**src/rtl/cpu_trace_buffer.sv**
```systemverilog
// Instruction-trace capture buffer: wraps until a PC trigger plus post window, or fills once, then drains oldest-first.
// Optional macro TRACE_TIMESTAMP_EN adds a per-entry cycle timestamp and the rd_ts port.
module cpu_trace_buffer #(
  parameter int XLEN      = 32,
  parameter int DEPTH     = 16,
  parameter int POST_TRIG = 4,
  parameter int TS_W      = 16
) (
  input  logic                       CLK,
  input  logic                       RST_n,
  input  logic                       arm,
  input  logic                       mode,
  input  logic                       trig_en,
  input  logic [XLEN-1:0]            trig_pc,
  input  logic                       cap_valid,
  input  logic [XLEN-1:0]            cap_pc,
  input  logic [31:0]                cap_instr,
  input  logic                       cap_branch,
  input  logic                       cap_zero,
  output logic [1:0]                 state,
  output logic                       triggered,
  output logic [$clog2(DEPTH):0]     entries,
  output logic                       rd_valid,
  input  logic                       rd_ready,
  output logic [XLEN-1:0]            rd_pc,
  output logic [31:0]                rd_instr,
  output logic                       rd_branch,
  output logic                       rd_zero,
`ifdef TRACE_TIMESTAMP_EN
  output logic [TS_W-1:0]            rd_ts,
`endif
  output logic                       rd_last
);

  localparam int AW = $clog2(DEPTH);
  localparam int CW = AW + 1;
  localparam logic [CW-1:0] FULL      = CW'(DEPTH);
  localparam logic [AW-1:0] POST_INIT = AW'(POST_TRIG);

  if (DEPTH < 2 || (DEPTH & (DEPTH - 1)) != 0 || POST_TRIG < 0 || POST_TRIG >= DEPTH || TS_W < 1)
  begin : g_param_check
    $error("cpu_trace_buffer: illegal parameter combination");
  end

  typedef enum logic [1:0] {
    S_IDLE  = 2'd0,
    S_ARMED = 2'd1,
    S_POST  = 2'd2,
    S_DONE  = 2'd3
  } state_t;

  state_t          r_state;
  logic [AW-1:0]   r_wr_ptr;
  logic [AW-1:0]   r_head;
  logic [AW-1:0]   r_post_cnt;
  logic [CW-1:0]   r_count;
  logic            r_triggered;
  logic            r_mode;
  logic            r_trig_en;
  logic [XLEN-1:0] r_trig_pc;

  logic [XLEN-1:0] r_mem_pc     [DEPTH];
  logic [31:0]     r_mem_instr  [DEPTH];
  logic            r_mem_branch [DEPTH];
  logic            r_mem_zero   [DEPTH];

  logic            w_capture;
  logic            w_hit;
  logic            w_valid;
  logic            w_xfer;
  logic [AW-1:0]   w_wr_ptr_nxt;
  logic [CW-1:0]   w_count_nxt;
  logic [AW-1:0]   w_done_head;

  assign w_capture    = !arm && cap_valid && (r_state == S_ARMED || r_state == S_POST);
  assign w_hit        = (r_state == S_ARMED) && !r_mode && r_trig_en && (cap_pc == r_trig_pc);
  assign w_valid      = (r_state == S_DONE) && (r_count != '0);
  assign w_xfer       = !arm && w_valid && rd_ready;
  assign w_wr_ptr_nxt = r_wr_ptr + 1'b1;
  assign w_count_nxt  = (r_count == FULL) ? FULL : r_count + 1'b1;
  // Once the buffer has wrapped, the oldest entry sits at the next write slot.
  assign w_done_head  = (w_count_nxt == FULL) ? w_wr_ptr_nxt : '0;

  always_ff @(posedge CLK or negedge RST_n) begin
    if (!RST_n) begin
      r_state     <= S_IDLE;
      r_wr_ptr    <= '0;
      r_head      <= '0;
      r_post_cnt  <= '0;
      r_count     <= '0;
      r_triggered <= 1'b0;
      r_mode      <= 1'b0;
      r_trig_en   <= 1'b0;
      r_trig_pc   <= '0;
    end else if (arm) begin
      r_state     <= S_ARMED;
      r_wr_ptr    <= '0;
      r_head      <= '0;
      r_post_cnt  <= '0;
      r_count     <= '0;
      r_triggered <= 1'b0;
      r_mode      <= mode;
      r_trig_en   <= trig_en;
      r_trig_pc   <= trig_pc;
    end else if (w_capture) begin
      r_wr_ptr <= w_wr_ptr_nxt;
      r_count  <= w_count_nxt;
      if (r_state == S_POST) begin
        r_post_cnt <= r_post_cnt - 1'b1;
        if (r_post_cnt == AW'(1)) begin
          r_state <= S_DONE;
          r_head  <= w_done_head;
        end
      end else if (r_mode) begin
        if (w_count_nxt == FULL) begin
          r_state <= S_DONE;
          r_head  <= w_done_head;
        end
      end else if (w_hit) begin
        r_triggered <= 1'b1;
        if (POST_TRIG == 0) begin
          r_state <= S_DONE;
          r_head  <= w_done_head;
        end else begin
          r_state    <= S_POST;
          r_post_cnt <= POST_INIT;
        end
      end
    end else if (w_xfer) begin
      r_head  <= r_head + 1'b1;
      r_count <= r_count - 1'b1;
      if (r_count == CW'(1)) begin
        r_state <= S_IDLE;
      end
    end
  end

  // Trace storage is deliberately left uncleared by reset.
  always_ff @(posedge CLK) begin
    if (w_capture) begin
      r_mem_pc[r_wr_ptr]     <= cap_pc;
      r_mem_instr[r_wr_ptr]  <= cap_instr;
      r_mem_branch[r_wr_ptr] <= cap_branch;
      r_mem_zero[r_wr_ptr]   <= cap_zero;
    end
  end

`ifdef TRACE_TIMESTAMP_EN
  logic [TS_W-1:0] r_ts;
  logic [TS_W-1:0] r_mem_ts [DEPTH];

  always_ff @(posedge CLK or negedge RST_n) begin
    if (!RST_n) begin
      r_ts <= '0;
    end else if (arm) begin
      r_ts <= '0;
    end else begin
      r_ts <= r_ts + 1'b1;
    end
  end

  always_ff @(posedge CLK) begin
    if (w_capture) begin
      r_mem_ts[r_wr_ptr] <= r_ts;
    end
  end

  assign rd_ts = w_valid ? r_mem_ts[r_head] : '0;
`endif

  assign state     = r_state;
  assign triggered = r_triggered;
  assign entries   = r_count;
  assign rd_valid  = w_valid;
  assign rd_last   = w_valid && (r_count == CW'(1));
  assign rd_pc     = w_valid ? r_mem_pc[r_head]     : '0;
  assign rd_instr  = w_valid ? r_mem_instr[r_head]  : '0;
  assign rd_branch = w_valid ? r_mem_branch[r_head] : 1'b0;
  assign rd_zero   = w_valid ? r_mem_zero[r_head]   : 1'b0;

endmodule

```
**config.mk**
```make
export PLATFORM = sky130hd
export DESIGN_NAME = cpu_trace_buffer
export DESIGN_NICKNAME = d
export VERILOG_FILES = /design/src/rtl/cpu_trace_buffer.sv
export SDC_FILE = /design/constraint.sdc
export NUM_CORES = 1
export LEC_CHECK = 0
export ABC_CLOCK_PERIOD_IN_PS = 4100
export CORE_MARGIN = 5
export CORE_UTILIZATION = 42
export CTS_CLUSTER_DIAMETER = 50
export DETAILED_ROUTE_END_ITERATION = 10
export PLACE_DENSITY = 0.6
export SYNTH_ARGS = -nofsm -noshare
export SYNTH_HDL_FRONTEND = slang
export SYNTH_SLANG_ARGS = --single-unit
```
**constraint.sdc**
```tcl
create_clock -name CLK -period 4.1 [get_ports CLK]
set_clock_uncertainty 0.2 [all_clocks]
set_input_delay 0.82 -clock CLK [delete_from_list [all_inputs] [get_ports CLK]]
set_output_delay 0.82 -clock CLK [all_outputs]
set_load 0.01 [all_outputs]
```
# Yosys cells after proc, flatten, opt, wreduce, memory -nomap -nowiden
# Memory sizes are Yosys's and may differ from the RTL's.
# Index checks and enable logic that the tools add are counted.
op_classes:
  add_sub_neg: 5
  n_eq_ne: 16
  n_mux: 39
  n_reduce_logical: 22
op_table:
  columns: ["op", "count"]
  rows:
  - ["$mux W32", 2]
  - ["$mux W4", 15]
  - ["$eq A32 B32 Y1", 1]
  - ["$mux W5", 4]
  - ["$mux W2", 9]
  - ["$eq A5 B5 Y1 const B", 2]
  - ["$ne A5 B3 Y1 const B", 2]
  - ["$logic_and A1 B1 Y1", 9]
  - ["$mux W1", 9]
  - ["$reduce_bool A3 Y1", 3]
  - ["$add A4 B1 Y4 const B", 2]
  - ["$ne A4 B3 Y1 const B", 2]
  - ["$reduce_and A4 Y1", 2]
  - ["$add A5 B1 Y5 const B", 1]
  - ["$eq A5 B1 Y1 const B", 1]
  - ["$reduce_and A5 Y1", 1]
  - ["$reduce_bool A5 Y1", 1]
  - ["$sub A5 B1 Y5 const B", 1]
  - ["$eq A2 B2 Y1 const B", 2]
  - ["$eq A4 B1 Y1 const B", 1]
  - ["$ne A2 B2 Y1 const B", 2]
  - ["$ne A4 B2 Y1 const B", 1]
  - ["$reduce_bool A2 Y1", 2]
  - ["$sub A4 B1 Y4 const B", 1]
  - ["other kinds (5)", 6]
totals:
  register_bits: 54
  ram_bits: 1056
  in_bits: 105
  out_inout_bits: 76
  elab_cells: 95
  n_memories: 4
mem_list:
  columns: ["memory", "words", "word_bits", "read_ports", "rd_clocked_by_memory_dff", "wr", "line", "rtl"]
  rows:
  - ["r_mem_instr", 16, 32, 1, 0, 1, "63", "logic [31:0] r_mem_instr [DEPTH];"]
  - ["r_mem_pc", 16, 32, 1, 0, 1, "62", "logic [XLEN-1:0] r_mem_pc [DEPTH];"]
  - ["r_mem_branch", 16, 1, 1, 0, 1, "64", "logic r_mem_branch [DEPTH];"]
  - ["r_mem_zero", 16, 1, 1, 0, 1, "65", "logic r_mem_zero [DEPTH];"]

# Longest topological paths before layout
# Gate-level depths: netlist (run 1).
depth:
  ltp_word: 9
  mapped_depth: 9
  mapped_depth_nobuf: 8

# Worst setup path after synthesis (run 1)
# OpenSTA, ideal clock, no wires.
synth_timing:
  path_type: "input to register"
  start: "in cap_valid"
  end: "mem r_mem_branch[10], enable pin"
  setup_ns: 0.431
  arrival_ns: 3.217
  required_ns: 3.469
  setup_slack_ns: 0.252
  cell_stages: 5
  path_buffers: 1
  cell_sequence: "nor2b_1 -> clkbuf_1 -> nand2_1 -> nor3b_1 -> and2_1"
synth_via:
  elab_chain_cells: 4
synth_lines:
  columns: ["item", "line", "rtl"]
  rows:
  - ["start, declared", "15", "input logic cap_valid,"]
  - ["$logic_and A1 B1 Y1 (2 in series)", "75", "assign w_capture = !arm && cap_valid && (r_state == S_ARMED || r_state == S_POST);"]
  - ["$mux W1", "140", "if (w_capture) begin"]
  - ["$mux W1 (not written as such)", "143", "r_mem_branch[r_wr_ptr] <= cap_branch;"]
  - ["end, declared", "64", null]
# Every way passes these cells.

# Final worst setup path (run 1)
layout_timing:
  start: "reg r_head[0]"
  end: "out rd_instr[2]"
layout_via:
  elab_chain_cells: 2
layout_lines:
  columns: ["item", "line", "rtl"]
  rows:
  - ["start, declared", "54", "logic [AW-1:0] r_head;"]
  - ["start signal, assigned", "112", "r_head <= w_done_head;"]
  - ["start signal, assigned", "117", "r_head <= w_done_head;"]
  - ["start signal, assigned", "123", "r_head <= w_done_head;"]
  - ["$mem_v2 Z16 W32", null, null]
  - ["$mux W32", "177", "assign rd_instr = w_valid ? r_mem_instr[r_head] : '0;"]
  - ["end, declared", "26", "output logic [31:0] rd_instr,"]
# Every way passes these cells.

==> results.json, run 1 <==
{
  "status": "complete, but fails checks",
  "violations": "negative setup slack",
  "maxCapViolCount": 0,
  "synth_edf_count": 1056,
  "synth_seq_cells": 1110,
  "rsz0062_at_grt": "yes",
  "path_max_fanout": 14,
  "synth_ff_type": "edfxtp_1",
  "seq_power_share": 0.406,
  "period_share": 1.03,
  "grt_pass1_wl_um": 150000,
  "crit_type": "register to primary output",
  "timing.fmax_mhz": 238,
  "required_ns": 3.08,
  "syn_inst": 1843,
  "portBuffers": 180,
  "final_util": 0.520,
  "wl_per_cell_um": 28.3,
  "areaGrowthSynthToFinish_pct": 22.8,
  "grt_pass1_vias": 21612,
  "cts_tree": "built",
  "relSlewSlack": 0.571,
  "worst_slack_ns": -0.104,
  "p_clk_frac": 0.333,
  "maxSlewViolCount": 0,
  "mostFrequentLayoutCell": "edfxtp_1",
  "internal_power_mw": 23.8,
  "vias": 20620,
  "wirelength_um": 105000,
  "clockRootBuffer": "clkbuf_16",
  "hold_viol": 0,
  "initial_core_util": 0.424,
  "hold_class": "register to register",
  "dpl.hpwl_um": 58700,
  "path_clk_slew_ns": 0.06,
  "rows": 117,
  "yosysWarnings": 0,
  "startpoint_type": "register",
  "place_ws_ns": 0.288,
  "synthTopCellsByArea": "edfxtp_1, mux4_2, dfrtp_1",
  "p_sw_mw": 8.04,
  "io_pins": 181,
  "cp_data_arrival_time_ns": 3.18,
  "layout_common_cells": "edfxtp_1, mux4_2, clkbuf_16, clkdlybuf4s50_1, buf_4",
  "hold_ws_ns": 0.315,
  "syn_avg_cell_area_um2": 23.4,
  "setup_violations": 8,
  "ys_types": 47,
  "die_w_um": 331,
  "clockBufferDepth": 3,
  "syn_area_um2": 43200,
  "synth_top_area_frac": 0.734,
  "post_route_cells_drive_above_1_share": 0.370,
  "viasPerCell": 5.54,
  "tightestPinTransition_ns": 0.636,
  "cts_made_buffers": 116,
  "irDropWorstVdd_mv": 0.371,
  "overflow": 0,
  "ant_nets": 0,
  "syn_nets": 1962,
  "antenna_found_initial": 6,
  "period_needed_ns": 4.20,
  "drt_pass1_iterations": 5,
  "final_nets": 2372,
  "dieArea_um2": 109000,
  "leakage_nw": 17.1,
  "drc_errors": 0,
  "gp_congestion": 0.751,
  "insertion_delay_ns": 0.68,
  "p_comb_frac": 0.262,
  "grt_max_degree": 53,
  "h-tree-depth": 3,
  "coreArea_um2": 102000,
  "async_flop_share": 0.0486,
  "die_y_um": 331,
  "ys_seq_area_frac": 0.765,
  "synth_top_area_cell": "edfxtp_1",
  "p_per_area_nw_per_um2": 600,
  "swShare": 0.253,
  "drt_iter0_drc": 2015,
  "cts.sinks": 1110,
  "grt_use_total": 0.190,
  "end_kind": "primary output"
}
sequential cells by signal (all words and copies together) (netlist names), 2 cells and up:
signal,count
r_mem_instr,512
r_mem_branch,16
r_head,4
r_post_cnt,4
r_mem_zero,16
r_wr_ptr,4
r_trig_pc,32
entries,5
state,2
r_mem_pc,512
final timing paths:
kind                                        from                        end  slack (ns)  cells past startpoint
max                        r_head[0]$_DFFE_PN0P_                rd_instr[2]       -0.10                      6
min                        r_trig_en$_DFFE_PN0P_      r_trig_en$_DFFE_PN0P_        0.31                      1
max reg2reg                 state[0]$_DFFE_PN0P_   r_mem_pc[6][8]$_DFFE_PP_        0.93                      8
min reg2reg                r_trig_en$_DFFE_PN0P_      r_trig_en$_DFFE_PN0P_        0.31                      1
max in group asynchronous                  RST_n  r_trig_pc[12]$_DFFE_PN0P_        2.19                      3
min in group asynchronous                  RST_n   r_trig_pc[0]$_DFFE_PN0P_        0.50                      2
per-layer routing:
layer  track usage  up-vias  wire length [um]
li1              -     8659                 -
met1         0.266    11165             43400
met2         0.319      655             53700
met3        0.0321      135              6250
met4        0.0395        6              1770
met5             0        -                41
per-stage QoR:
stage	cells	area, um^2	TNS (ns)	total power, mW
floorplan	1843	43200	0	18.0
global placement	3419	47900	0	20.2
detailed placement	3419	47900	0	20.3
CTS	3670	52300	-4.00	31.3
global route	3718	53100	-2.26	33.1
finish	3719	53100	-0.508	31.8
power by group through the flow:
stage	Clock, mW	Combinational [mW]	Sequential (mW)
global route	11.3	8.88	12.9
detailed placement	0	7.13	13.1
finish	10.6	8.33	12.9
global placement	0	7.06	13.1
floorplan	0	4.92	13.0
CTS	10.8	7.66	12.9
Yosys cell counts, types with 3 or more instances:
cell type	number
nor2_1	12
dfrtp_1	54
buf_6	24
buf_1	16
nand3b_1	3
nor4_1	6
o21ai_0	9
nand3_1	15
o21ai_1	3
xor2_1	19
nand2b_1	3
ha_1	14
nand2_1	17
clkbuf_1	47
inv_1	11
mux2_2	34
edfxtp_1	1056
buf_2	9
mux4_2	330
and2_1	82
nor3_1	6
nand4_1	6
a21oi_1	15
xnor2_1	21
area by class of cell:
| type | count | area [um^2] |
|---|---|---|
| antenna | 2 | 5.00 |
| clock buffer | 138 | 3030 |
| clock inverter | 76 | 840 |
| fill | 7902 | 49000 |
| inverter | 11 | 41.3 |
| multi-input combinational | 625 | 9720 |
| sequential | 1110 | 33100 |
| tap | 1368 | 1710 |
| timing repair buffer | 389 | 4630 |
kinds of logic after synthesis:
group / count (synthesis) / share of synthesized area
flip-flops: 1110 / 0.765
multiplexers: 364 / 0.181
AND/OR/NAND/NOR: 161 / 0.0213
buffers and inverters: 108 / 0.0139
AO/OA/AOI/OAI: 46 / 0.00680
XOR/XNOR: 40 / 0.00811
adder cells (fa/ha/maj): 14 / 0.00405
critical path, stage by stage, from the launching register on:
cell	delay, ns
dfrtp_4	0.50
buf_12	0.15
buf_12	0.18
mux4_2	0.53
mux4_2	0.47
and2_1	0.17
clkdlybuf4s50_1	0.49
timing repair:
| action | in CTS | in global routing |
|---|---|---|
| hold buffers | 1 | 0 |
| setup buffers | 33 | 37 |
| gates cloned | 3 | 14 |
| endpoints found under the setup margin | 67 | 59 |
| resized for setup | 196 | 153 |
| hold endpoints to repair | 20 | 0 |
Power figures use the tool's default switching activity.
==> inputs of run 2 (changes only) <==
- PLACE_DENSITY: 0.6 -> 0.64
==> results.json, run 2 (synthesized netlist as in run 1, its figures left out) <==
{
  "cpMaxStageDelayCell": "mux4_2",
  "path_max_fanout": 16,
  "period_share": 1.04,
  "crit_chain": "buf_6 -> mux4_2 -> mux4_2 -> and2_1 -> clkdlybuf4s50_1",
  "p_per_area_nw_per_um2": 595,
  "hold_viol": 0,
  "r2r_slack_ns": 0.87,
  "period_needed_ns": 4.25,
  "p_sw_mw": 7.93,
  "cp_top_family": "multiplexers",
  "layout_common_cells": "edfxtp_1, mux4_2, clkbuf_16, clkdlybuf4s50_1, buf_4",
  "path_common_cell": "mux4_2",
  "crit_buf_inv": 2,
  "cts_hold_buffers": 0,
  "worst_slack_ns": -0.149,
  "required_ns": 3.08,
  "die_w_um": 331,
  "clockBufferDepth": 3,
  "setup_violations": 9,
  "p_clk_frac": 0.327,
  "tightestPinTransition_ns": 0.986,
  "viasPerCell": 5.59,
  "dpl.hpwl_um": 57700,
  "leakage_nw": 16.9,
  "io_pins": 181,
  "swShare": 0.253,
  "crit_type": "register to primary output",
  "vias": 20620,
  "cp_data_arrival_time_ns": 3.23,
  "slowest_delay_ns": 0.55,
  "rsz0062_at_grt": "yes",
  "hold_ws_ns": 0.0910,
  "grt_pass1_vias": 21624,
  "insertion_delay_ns": 0.70,
  "irDropWorstVdd_mv": 0.388,
  "gp_congestion": 0.748,
  "clockRootBuffer": "clkbuf_16",
  "areaGrowthSynthToFinish_pct": 22.0,
  "maxCapViolCount": 0,
  "reg_top3": "r_mem_instr (512), r_mem_pc (512), r_trig_pc (32)",
  "coreArea_um2": 102000,
  "overflow": 0,
  "die_y_um": 331,
  "cts_tree": "built",
  "hold_class": "input pin to async pin",
  "antenna_found_initial": 7,
  "timing.fmax_mhz": 235,
  "ant_nets": 0,
  "final_nets": 2349,
  "startpoint_type": "register",
  "internal_power_mw": 23.4,
  "cts.sinks": 1110,
  "initial_core_util": 0.424,
  "grt_max_degree": 53,
  "path_clk_slew_ns": 0.06,
  "nFillCells": 7801,
  "p_comb_frac": 0.261,
  "dieArea_um2": 109000,
  "status": "complete, but fails checks",
  "wl_per_cell_um": 28.3,
  "cts_made_buffers": 113,
  "rows": 117,
  "end_kind": "primary output",
  "drt_pass1_iterations": 5,
  "seq_power_share": 0.412,
  "violations": "negative setup slack",
  "post_route_cells_drive_above_1_share": 0.356,
  "mostFrequentLayoutCell": "edfxtp_1",
  "grt_use_total": 0.190,
  "grt_pass1_wl_um": 150000,
  "maxSlewViolCount": 0,
  "relSlewSlack": 0.342,
  "h-tree-depth": 3,
  "portBuffers": 180,
  "drt_iter0_drc": 2243,
  "fin_tns_setup_ns": -0.637,
  "wirelength_um": 105000,
  "drc_errors": 0
}
## run 2: cell count changes in the layout (fill, tap and decap cells not counted), moves of 3 or more
cell | previous run | this run
clkinv_4 | 5 | 1
clkbuf_16 | 131 | 123
clkinv_2 | 17 | 12
buf_6 | 37 | 33
and2_1 | 20 | 26
buf_2 | 8 | 22
buf_12 | 65 | 69
clkinvlp_4 | 2 | 5
buf_4 | 95 | 75
and2_4 | 62 | 56
clkbuf_2 | 28 | 11
buf_8 | 6 | 13
## run 2: layout make-up
class                      instances  area (um^2)  share of cell area
clock inverter                    68          748              0.0142
multi-input combinational        625         9700               0.184
timing repair buffer             369         4480              0.0849
tap                             1368         1710              0.0325
antenna                            1         2.50           0.0000475
sequential                      1110        33100               0.627
inverter                          11         41.3            0.000783
clock buffer                     137         2960              0.0562
## run 2: timing repair
action	in CTS	in global routing
buffers inserted	36	22
pin swaps	5	8
resized for setup	260	90
gates cloned	9	9
endpoints found under the setup margin	66	51
## run 2: worst paths after layout
kind | startpoint | cells after the start | end
min | RST_n | 1 | r_trig_pc[7]$_DFFE_PN0P_
min reg2reg | triggered$_DFFE_PN0P_ | 2 | triggered$_DFFE_PN0P_
max | r_head[0]$_DFFE_PN0P_ | 5 | rd_pc[13]
min in group CLK | triggered$_DFFE_PN0P_ | 2 | triggered$_DFFE_PN0P_
max reg2reg | state[0]$_DFFE_PN0P_ | 7 | r_mem_pc[8][18]$_DFFE_PP_
max in group asynchronous | RST_n | 2 | r_trig_pc[19]$_DFFE_PN0P_
## run 2: stage by stage
| stage | instances | worst slack (ns) | power [mW] | instance area, um^2 | utilization |
|---|---|---|---|---|---|
| finish | 3689 | -0.149 | 31.4 | 52700 | 0.517 |
| global route | 3688 | -0.258 | 32.6 | 52700 | 0.517 |
| CTS | 3664 | -0.315 | 31.3 | 52400 | 0.513 |
| detailed placement | 3414 | 0.328 | 20.2 | 47900 | 0.469 |
| global placement | 3414 | 0.325 | 20.1 | 47900 | 0.469 |
| floorplan | 1843 | 0.252 | 18.0 | 43200 | - |
## run 2: power by group through the flow
stage               sequential (mW)  clock [mW]  combinational (mW)
finish                         12.9        10.2                8.18
floorplan                      13.0           0                4.92
detailed placement             13.2           0                7.03
global route                   12.9        10.9                8.70
CTS                            12.9        10.4                7.95
global placement               13.2           0                6.94
## run 2: per-layer routing
layer / vias to the layer above / GRT usage / wire, um
li1: 8601 / - / -
met1: 11160 / 0.261 / 42900
met3: 141 / 0.0329 / 6220
met5: - / 0 / 58
met4: 10 / 0.0447 / 1830
met2: 708 / 0.322 / 53500
==> inputs of run 3 (changes only) <==
- CTS_BUF_LIST: unset -> sky130_fd_sc_hd__clkbuf_4
- SETUP_SLACK_MARGIN: unset -> 0.4
==> results.json, run 3 (synthesized netlist as in run 1, its figures left out) <==
{
  "status": "complete, but fails checks",
  "violations": "negative setup slack",
  "dieArea_um2": 109000,
  "place_ws_ns": 0.250,
  "portBuffers": 180,
  "startpoint_type": "register",
  "irDropWorstVdd_mv": 0.314,
  "final_util": 0.528,
  "io_pins": 181,
  "slowest_delay_ns": 0.52,
  "grt_max_degree": 47,
  "end_kind": "primary output",
  "wl_per_cell_um": 27.1,
  "antenna_found_initial": 11,
  "relSlewSlack": 0.436,
  "final_nets": 2590,
  "period_share": 1.11,
  "grt_pass1_wl_um": 160000,
  "hold_viol": 0,
  "wirelength_um": 110000,
  "crit_type": "register to primary output",
  "dpl.hpwl_um": 57000,
  "ant_nets": 0,
  "p_per_area_nw_per_um2": 587,
  "setup_violations": 66,
  "grt_use_total": 0.203,
  "clockBufferDepth": 4,
  "nFillCells": 7884,
  "path_max_fanout": 8,
  "cts.sinks": 1110,
  "clockRootBuffer": "clkbuf_4",
  "areaGrowthSynthToFinish_pct": 24.6,
  "gp_congestion": 0.777,
  "rsz0062_at_grt": "yes",
  "drt_pass1_iterations": 6,
  "drc_errors": 0,
  "initial_core_util": 0.424,
  "worst_slack_ns": -0.463,
  "stdcell_count": 4046,
  "die_w_um": 331,
  "maxSlewViolCount": 0,
  "fin_tns_setup_ns": -22.91,
  "overflow": 0,
  "h-tree-depth": 5,
  "tightestPinTransition_ns": 0.845,
  "viasPerCell": 5.51,
  "period_needed_ns": 4.56,
  "post_route_cells_drive_above_1_share": 0.450,
  "dp_cells": 3410,
  "coreArea_um2": 102000,
  "place_area_um2": 47800,
  "cpMaxStageDelayCell": "dfrtp_4",
  "power.total_mw": 31.6,
  "cp_data_arrival_time_ns": 3.54,
  "hold_class": "input pin to async pin",
  "hold_ws_ns": 0.112,
  "timing.fmax_mhz": 219,
  "rows": 117,
  "mostFrequentLayoutCell": "edfxtp_1",
  "crit_chain": "buf_12 -> buf_16 -> buf_12 -> buf_16 -> buf_6 -> mux4_2 -> mux4_2 -> and2_4 -> buf_6",
  "cts_made_buffers": 302,
  "cts_tree": "built",
  "fin_area_um2": 53900,
  "reg_top3": "r_mem_instr (512), r_mem_pc (512), r_trig_pc (32)",
  "vias": 22285,
  "insertion_delay_ns": 1.15,
  "grt_pass1_vias": 24076,
  "die_y_um": 331,
  "leakage_nw": 17.7,
  "drt_iter0_drc": 2004,
  "path_clk_slew_ns": 0.08,
  "layout_common_cells": "edfxtp_1, clkbuf_4, mux4_2, clkdlybuf4s50_1, buf_6",
  "maxCapViolCount": 0,
  "required_ns": 3.08
}
[run 3: critical path, delay by kind of cell, from the launching register on]
family,cells,cell delay (ns)
buffers and inverters,6,0.84
DFF,1,0.52
muxes,2,0.89
and+or+nand+nor,1,0.15
[run 3: power breakdown]
group          switching, mW  internal, mW  leakage (nW)
Combinational           3.77          5.47          5.36
Sequential             0.202          12.7          10.2
Clock                   4.31          5.15          2.21
[run 3: what timing repair did]
action,in CTS,in global routing
gates resized for setup,504,39
hold buffers,22,0
gates cloned,20,0
pin swaps,39,3
setup endpoints to repair,68,68
setup buffers,68,15
hold endpoints to repair,63,0
[run 3: worst paths after layout]
check | cells past startpoint | to | from | slack [ns]
max | 9 | rd_zero | r_head[0]$_DFFE_PN0P_ | -0.46
min | 2 | entries[0]$_DFFE_PN0N_ | RST_n | 0.11
max in group asynchronous | 3 | r_trig_pc[13]$_DFFE_PN0P_ | RST_n | 2.65
max reg2reg | 8 | r_mem_instr[4][9]$_DFFE_PP_ | state[0]$_DFFE_PN0P_ | 0.90
min reg2reg | 2 | triggered$_DFFE_PN0P_ | triggered$_DFFE_PN0P_ | 0.31
min in group CLK | 2 | r_trig_pc[24]$_DFFE_PN0P_ | trig_pc[24] | 0.13
[run 3: final cells by class]
cell class	instances	area, um^2	area share
flip-flops and latches	1110	33100	0.614
inverters	11	43.8	0.000813
diodes	7	17.5	0.000325
clock inverters	70	417	0.00774
repair buffers	421	5520	0.103
well taps	1368	1710	0.0318
multi-input cells	625	9800	0.182
clock buffers	434	3260	0.0605
[run 3: metal layers]
metal	track usage	wire [um]
met5	0	68
met4	0.0570	1540
met3	0.0502	8310
met2	0.327	54500
met1	0.279	45200
